## config.mk

```make
export PLATFORM = sky130hd
export DESIGN_NAME = store_data_lookup
export DESIGN_NICKNAME = d
export VERILOG_FILES = /design/src/rtl/store_data_lookup.sv
export SDC_FILE = /design/constraint.sdc
export NUM_CORES = 1
export LEC_CHECK = 0
export BUFFER_PORTS_ARGS = -buffer_cell sky130_fd_sc_hd__clkbuf_2
export CAP_MARGIN = 20
export CORE_MARGIN = 2
export CORE_UTILIZATION = 40
export CTS_CLUSTER_SIZE = 10
export DETAILED_ROUTE_END_ITERATION = 7
export PLACE_DENSITY_LB_ADDON = 0.12
export RECOVER_POWER = 100
export SLEW_MARGIN = 20
export SYNTH_ARGS = -nofsm -noshare
export SYNTH_HDL_FRONTEND = slang
export SYNTH_SLANG_ARGS = --single-unit
```

## constraint.sdc

```tcl
create_clock -name clk -period 4.2 [get_ports clk]
set_clock_uncertainty 0.05 [all_clocks]
set_input_delay 0 -clock clk [delete_from_list [all_inputs] [get_ports clk]]
set_output_delay 0 -clock clk [all_outputs]
set_load 0.01 [all_outputs]
```

## src/rtl/store_data_lookup.sv

```systemverilog
// rtl/store_data_lookup.sv - store-data operand fetch: S0 (RF request / immediate), S1 (read in flight), OUT register
// Optional feature: define STORE_DATA_FWD_EN to let S0 capture a matching result-bus value instead of reading the RF.
module store_data_lookup #(
    parameter int TAG_W  = 7,
    parameter int SQN_W  = 6,
    parameter int DATA_W = 32
) (
    input  logic              clk,
    input  logic              rst,
    input  logic              in_valid,
    output logic              in_ready,
    input  logic [TAG_W-1:0]  in_tag,
    input  logic [SQN_W-1:0]  in_sqn,
    input  logic [1:0]        in_offs,
    output logic              rf_req,
    output logic [TAG_W-2:0]  rf_addr,
    input  logic              rf_gnt,
    input  logic [DATA_W-1:0] rf_data,
    input  logic              br_taken,
    input  logic [SQN_W-1:0]  br_sqn,
    input  logic              br_flush,
    input  logic              fwd_valid,
    input  logic [TAG_W-1:0]  fwd_tag,
    input  logic [DATA_W-1:0] fwd_data,
    output logic              out_valid,
    output logic [SQN_W-1:0]  out_sqn,
    output logic [DATA_W-1:0] out_data
);

    // A stage dies when it is younger than the surviving store (wrapping compare) or on a full flush.
    function automatic logic f_kill(input logic [SQN_W-1:0] sqn, input logic taken,
                                    input logic flush, input logic [SQN_W-1:0] last_sqn);
        logic [SQN_W-1:0] diff;
        diff = sqn - last_sqn;
        return taken && (flush || ($signed(diff) > 0));
    endfunction

    logic              r_s0_v;
    logic [TAG_W-1:0]  r_s0_tag;
    logic [SQN_W-1:0]  r_s0_sqn;
    logic [1:0]        r_s0_offs;

    logic              r_s1_v;
    logic [SQN_W-1:0]  r_s1_sqn;
    logic [1:0]        r_s1_offs;
    logic              r_s1_from_rf;
    logic [DATA_W-1:0] r_s1_val;

    logic              r_out_v;
    logic [SQN_W-1:0]  r_out_sqn;
    logic [DATA_W-1:0] r_out_data;

    logic              w_s0_imm;
    logic              w_fwd_hit;
    logic [DATA_W-1:0] w_s0_val;
    logic              w_kill_s0;
    logic              w_kill_s1;
    logic              w_kill_out;
    logic              w_s0_adv;
    logic              w_accept;
    logic [DATA_W-1:0] w_s1_val;
    logic [4:0]        w_shift;

    assign w_s0_imm = r_s0_tag[TAG_W-1];

`ifdef STORE_DATA_FWD_EN
    assign w_fwd_hit = fwd_valid && !w_s0_imm && (fwd_tag == r_s0_tag);
    assign w_s0_val  = w_s0_imm ? DATA_W'(r_s0_tag[TAG_W-2:0]) : fwd_data;
`else
    logic w_unused_fwd;
    assign w_unused_fwd = ^{fwd_valid, fwd_tag, fwd_data};
    assign w_fwd_hit    = 1'b0;
    assign w_s0_val     = DATA_W'(r_s0_tag[TAG_W-2:0]);
`endif

    assign w_kill_s0  = f_kill(r_s0_sqn,  br_taken, br_flush, br_sqn);
    assign w_kill_s1  = f_kill(r_s1_sqn,  br_taken, br_flush, br_sqn);
    assign w_kill_out = f_kill(r_out_sqn, br_taken, br_flush, br_sqn);

    // Forwarding wins over a grant, so a hit never consumes RF bandwidth.
    assign w_s0_adv = r_s0_v && !w_kill_s0 && (w_s0_imm || w_fwd_hit || rf_gnt);
    assign in_ready = !rst && !br_taken && (!r_s0_v || w_s0_adv);
    assign w_accept = in_valid && in_ready;

    assign rf_req  = !rst && r_s0_v && !w_s0_imm && !w_fwd_hit && !w_kill_s0;
    assign rf_addr = r_s0_tag[TAG_W-2:0];

    assign w_s1_val = r_s1_from_rf ? rf_data : r_s1_val;
    assign w_shift  = {r_s1_offs, 3'b000};

    assign out_valid = !rst && r_out_v && !w_kill_out;
    assign out_sqn   = r_out_sqn;
    assign out_data  = r_out_data;

    always_ff @(posedge clk) begin
        if (rst) begin
            r_s0_v  <= 1'b0;
            r_s1_v  <= 1'b0;
            r_out_v <= 1'b0;
        end else begin
            if (w_accept) begin
                r_s0_v <= 1'b1;
            end else if (w_s0_adv || w_kill_s0) begin
                r_s0_v <= 1'b0;
            end
            r_s1_v  <= w_s0_adv;
            r_out_v <= r_s1_v && !w_kill_s1;
        end
    end

    always_ff @(posedge clk) begin
        if (w_accept) begin
            r_s0_tag  <= in_tag;
            r_s0_sqn  <= in_sqn;
            r_s0_offs <= in_offs;
        end
        if (w_s0_adv) begin
            r_s1_sqn     <= r_s0_sqn;
            r_s1_offs    <= r_s0_offs;
            r_s1_from_rf <= !w_s0_imm && !w_fwd_hit;
            r_s1_val     <= w_s0_val;
        end
        r_out_sqn  <= r_s1_sqn;
        r_out_data <= w_s1_val << w_shift;
    end

endmodule

```

# == Word level (Yosys, flattened, before mapping) ==
# Cells that the tools add are included.
# totals
ff_bits,71
inputBits,99
output_inout_bits,47
wordCells,50
# classes
n_addsub,3
n_lt_le_gt_ge,3
shift,1
muxes,3
n_reduce_logical,28
# ops
operator,n
$mux W32,1
$shl A32 B5 Y32,1
$gt A6 B1 Y1 const B,3
$sub A6 B6 Y6,3
$logic_and A1 B1 Y1,14
$logic_not A1 Y1,7
$logic_or A1 B1 Y1,6
$mux W1,2
$reduce_bool A2 Y1,1

# == Longest topological paths before layout ==
# logic_depth
ltp_word,11
ltp_mapped,10
depth_no_buf,10

# == Least setup slack after synthesis ==
# OpenSTA, ideal clock, no wires.
# synth_timing
path_kind,flip-flop to flip-flop
startpoint,register r_s0_sqn[0]
endpoint,register r_s1_from_rf (enable)
arrival_time_ps,2466
required_time_ps,3765
path_slack_ps,1299
stages_incl_launch_ff,11
n_path_buf,0
period_less_slack_ps,2901
cell_sequence,edfxtp_1 > inv_1 > ha_1 > inv_1 > fa_1 > a21o_2 > a21oi_1 > xor2_1 > o211ai_1 > o311a_4 > nor3b_2
# synth_via
elab_chain_len,7
# synth_lines
element,line,text
from (decl),40,logic [SQN_W-1:0] r_s0_sqn;
from (signal assigned),114,r_s0_sqn <= in_sqn;
$sub A6 B6 Y6,34,diff = sqn - last_sqn;
$gt A6 B1 Y1,35,return taken && (flush || ($signed(diff) > 0));
$logic_or A1 B1 Y1,35,
$logic_and A1 B1 Y1,35,
$logic_not A1 Y1,81,assign w_s0_adv = r_s0_v && !w_kill_s0 && (w_s0_imm || w_fwd_hit || rf_gnt);
$logic_and A1 B1 Y1 (2 in series),81,
net w_s0_adv,59,logic w_s0_adv;
to (signal assigned),120,r_s1_from_rf <= !w_s0_imm && !w_fwd_hit;
to (decl),46,logic r_s1_from_rf;
# The timed path passes the listed nets, and every way through them passes these cells.
# A chain may end at the register's enable or synchronous reset.

# == Worst setup path after layout ==
# layout_timing
startpoint,register r_s0_sqn[0]
endpoint,register r_s1_sqn[4] (enable)
# layout_via
elab_chain_len,7
# layout_lines
element,line,text
$sub A6 B6 Y6,34,
$gt A6 B1 Y1,35,
$logic_or A1 B1 Y1,35,
$logic_and A1 B1 Y1,35,
$logic_not A1 Y1,81,
$logic_and A1 B1 Y1 (2 in series),81,
net w_s0_adv,59,
to (signal assigned),118,r_s1_sqn <= r_s0_sqn;
to (decl),44,logic [SQN_W-1:0] r_s1_sqn;
# The timed path passes the listed nets, and every way through them passes these cells.

==> results.md <==
* Element type at the critical path end: flip-flop
* RD Place Congestion at between 0.8 and 0.9
* FF+latch area at between 1500 and 2000 um2
* Register bit count reported by yosys at 71
* CTS tree: yes
* Die width at approximately 93 um
* Setup crit start kind: flip-flop
* Area growth from synthesis to layout at 37.5%
* Multi-input logic area at 1310 um2
* Via count at 2,568
* DRC violations left at 0
* Top FF cell, synth: dfxtp_1
* First-pass GRT wire length at 11,900 um
* Status: complete, no violations
* Worst flop-to-flop path endpoint: r_s1_sqn[4]$_DFFE_PP_
* Core ar. at 7730 um2
* Post-CTS Repair Setup Buffers at 0
* Simple-gate share of the synthesized area at 0.127
* Tcrit/Tclk final at 0.775
* Slew Viols, Final at 0
* Drt wl/cell at 13.5 um
* Reg2reg setup slack at between 900 and 1000 ps
* I/O pin total at 146
* Reg clk slew, reported paths at 80 ps
* Max H-tree Level at 3
* Xor/xnor share of the synthesized area at 0.0247
* WHS Endpoint: out_data[27]$_DFF_P_
* Syn Nets at 404
* Total gr overflow at 0
* Deepest clock path buffer count at 2
* Final core occ at 0.568
* Slew of the pin with the lowest slew margin at 987 ps
* Layout Nets at roughly 550
* Area share of fa/ha/maj cells after synthesis at 0.0776
* VDD IR max at 0.202 mV
* Fillers at 686
* Setup TNS at 0 ps
* FF-to-FF Start: r_s0_sqn[0]$_DFFE_PP_
* Critical-path maximum fanout at 15
* CTS root buf: clkbuf_8
* Crit path DAT at 3170 ps
* Largest family of logic cells by synthesized area: simple AND/OR/NAND/NOR gates
* Syn. warnings at 0
* ANT nets after route at 0
* Seq/Total Area, Yosys at 0.539
* Die Area at 8720 um2
* Max Cap Violations at 0
* Chip height at 93.4 um
* Initial DRC Count at 87
* Mean post-synth cell area at 11.1 um2
* Fmax at 307 MHz
* Detailed-route wire length at 7330 um
* Critical Path RT at 4110 ps
* Crit Path Category: reg2reg
* Ant diodes at 0
* Ys async rst share at 0
* Synth Instances at 287
* Vias per cell at approximately 4.7
* Synth Cell Area at 3190 um2
* Unrepaired setup endpoints after global routing: false
* Largest net degree at the start of global routing at 24
* Share of cells above drive strength 1 at 0.183
* Final hold violation count at 0
* Clock Latency Late Sink at between 300 and 400 ps
* P_leak at 1.87 nW
* Hold Startpoint: rf_data[27]
* Synth Area in Compound Gates at 0.110
* Post-synth EDFFs at 30
* Min Tclk post-route at around 3300 ps
* Power per Cell Area at about 350 nW/um2
* Port Buffers at 105
* Resize count post-CTS at 0
* Worst Hold Path Cells at 5
* First drt pass iteration count at 4
* Hold Crit Class: in2reg
* Worst-case reg-to-reg path depth at 11
* GRT Overall Usage at 0.176
* Slew margin rel. at 0.342
* Initial Util at 0.413
* Cts hold-fix bufs at between 40 and 50
* Post-synthesis mux area share at 0.0752
* TritonCTS Buffers at 9
* Initial antenna violation count at 0
* Final setup fails at 0
* Site Rows at 32
* CTS sink cnt at 71
* DP HPWL at 5110 um
* Netlist cell types at 41
* Vias in the first global route at 2,601
where the power goes:
group	leakage, nW	internal (mW)	switching (mW)
Sequential	0.614	0.738	0.0104
Combinational	1.15	0.0941	0.0865
Clock	0.110	0.340	0.271
Total	1.87	1.17	0.368
metal layers:
metal  global-route usage  up-vias  routed length (um)
met5                    0        -                   0
met4               0.0711        0                 139
met3               0.0379       14                 362
met2                0.287       74                3480
met1                0.226     1173                3350
li1                     -     1307                   -
worst max-delay path by stage:
stage / from / endpoint / depth (start not counted)
5_1_grt: r_s0_sqn[0]$_DFFE_PP_ / r_s1_sqn[5]$_DFFE_PP_ / 11
4_1_cts: r_s0_sqn[0]$_DFFE_PP_ / rf_req / 11
3_3_place_gp: r_s0_sqn[0]$_DFFE_PP_ / r_s1_val[3]$_DFFE_PP_ / 11
6_report: r_s0_sqn[0]$_DFFE_PP_ / r_s1_sqn[4]$_DFFE_PP_ / 11
2_1_floorplan: r_s0_sqn[0]$_DFFE_PP_ / r_s1_from_rf$_DFFE_PP_ / 10
3_5_place_dp: r_s0_sqn[0]$_DFFE_PP_ / r_s1_val[4]$_DFFE_PP_ / 11
cell usage in the layout, fill, tap and decap left out, types with 15 or more instances in the layout:
cell type | synthesis | layout
a21oi_1 | 16 | 16
clkbuf_1 | 2 | 49
clkbuf_2 | 0 | 58
dfxtp_1 | 41 | 41
dlygate4sd3_1 | 0 | 47
edfxtp_1 | 30 | 30
ha_1 | 15 | 15
inv_1 | 16 | 16
mux2i_1 | 24 | 24
nand2_1 | 18 | 18
nor2_1 | 32 | 32
o21ai_0 | 18 | 18
area by class of cell:
class,instances,area share
sequential,71,0.392
multi-input combinational,184,0.298
timing repair buffer,154,0.215
tap,102,0.0291
clock buffer,9,0.0282
clock inverter,7,0.0234
inverter,17,0.0145
worst max-delay path: stages, from the launching register on:
cell and delay [ps]:
edfxtp_1 390, inv_1 70, ha_1 160, inv_1 60
fa_1 410, a21o_2 230, a21oi_1 170, xor2_1 160
o211ai_1 110, o311a_1 240, nor3b_1 210, clkbuf_1 640
flip-flops by register name, indices dropped and copies added (netlist names):
signal        count
r_s1_v            1
r_s0_v            1
out_data         32
r_s0_tag          7
r_s1_val          6
r_s1_from_rf      1
r_out_v           1
r_s0_sqn          6
r_s0_offs         2
out_sqn           6
r_s1_sqn          6
r_s1_offs         2
logic make-up after synthesis:
| family | count (synthesis) |
|---|---|
| AND/OR/NAND/NOR | 76 |
| multiplexers | 24 |
| flip-flops | 71 |
| buffers and inverters | 32 |
| XOR/XNOR | 9 |
| adder cells (fa/ha/maj) | 18 |
| AO/OA/AOI/OAI | 57 |
stage by stage:
step                total power [mW]  std cells  instance area, um2  hold slack (ps)  worst slack [ps]
detailed placement             0.916        481                3780              129              1500
CTS                             1.56        544                4470             3.34              1460
floorplan                      0.851        287                3190            -21.3              1300
finish                          1.54        544                4390             17.1               946
global route                    1.61        544                4390             53.6               631
global placement               0.912        481                3780              126              1530
cell usage after synthesis (2+ instances only):
cell	n	area [um2]
ha_1	15	188
clkbuf_1	2	7.51
nand3b_1	3	22.5
o21ai_0	18	90.1
nor3b_1	2	15.0
nand2b_1	6	37.5
and3_1	4	25.0
buf_4	6	45.0
o2bb2ai_1	2	17.5
dfxtp_1	41	821
nor2_1	32	120
nor2b_1	2	12.5
fa_1	3	60.1
nand2_1	18	67.6
buf_1	2	7.51
buf_2	5	25.0
mux2i_1	24	240
o2111ai_1	2	17.5
nor4b_4	2	47.6
xnor2_1	2	17.5
a21oi_1	16	80.1
a21o_1	2	15.0
and2_1	3	18.8
o22ai_1	8	50.1
xor2_1	7	61.3
inv_1	16	60.1
edfxtp_1	30	901
No activity file was read; power rests on OpenSTA's default activity.
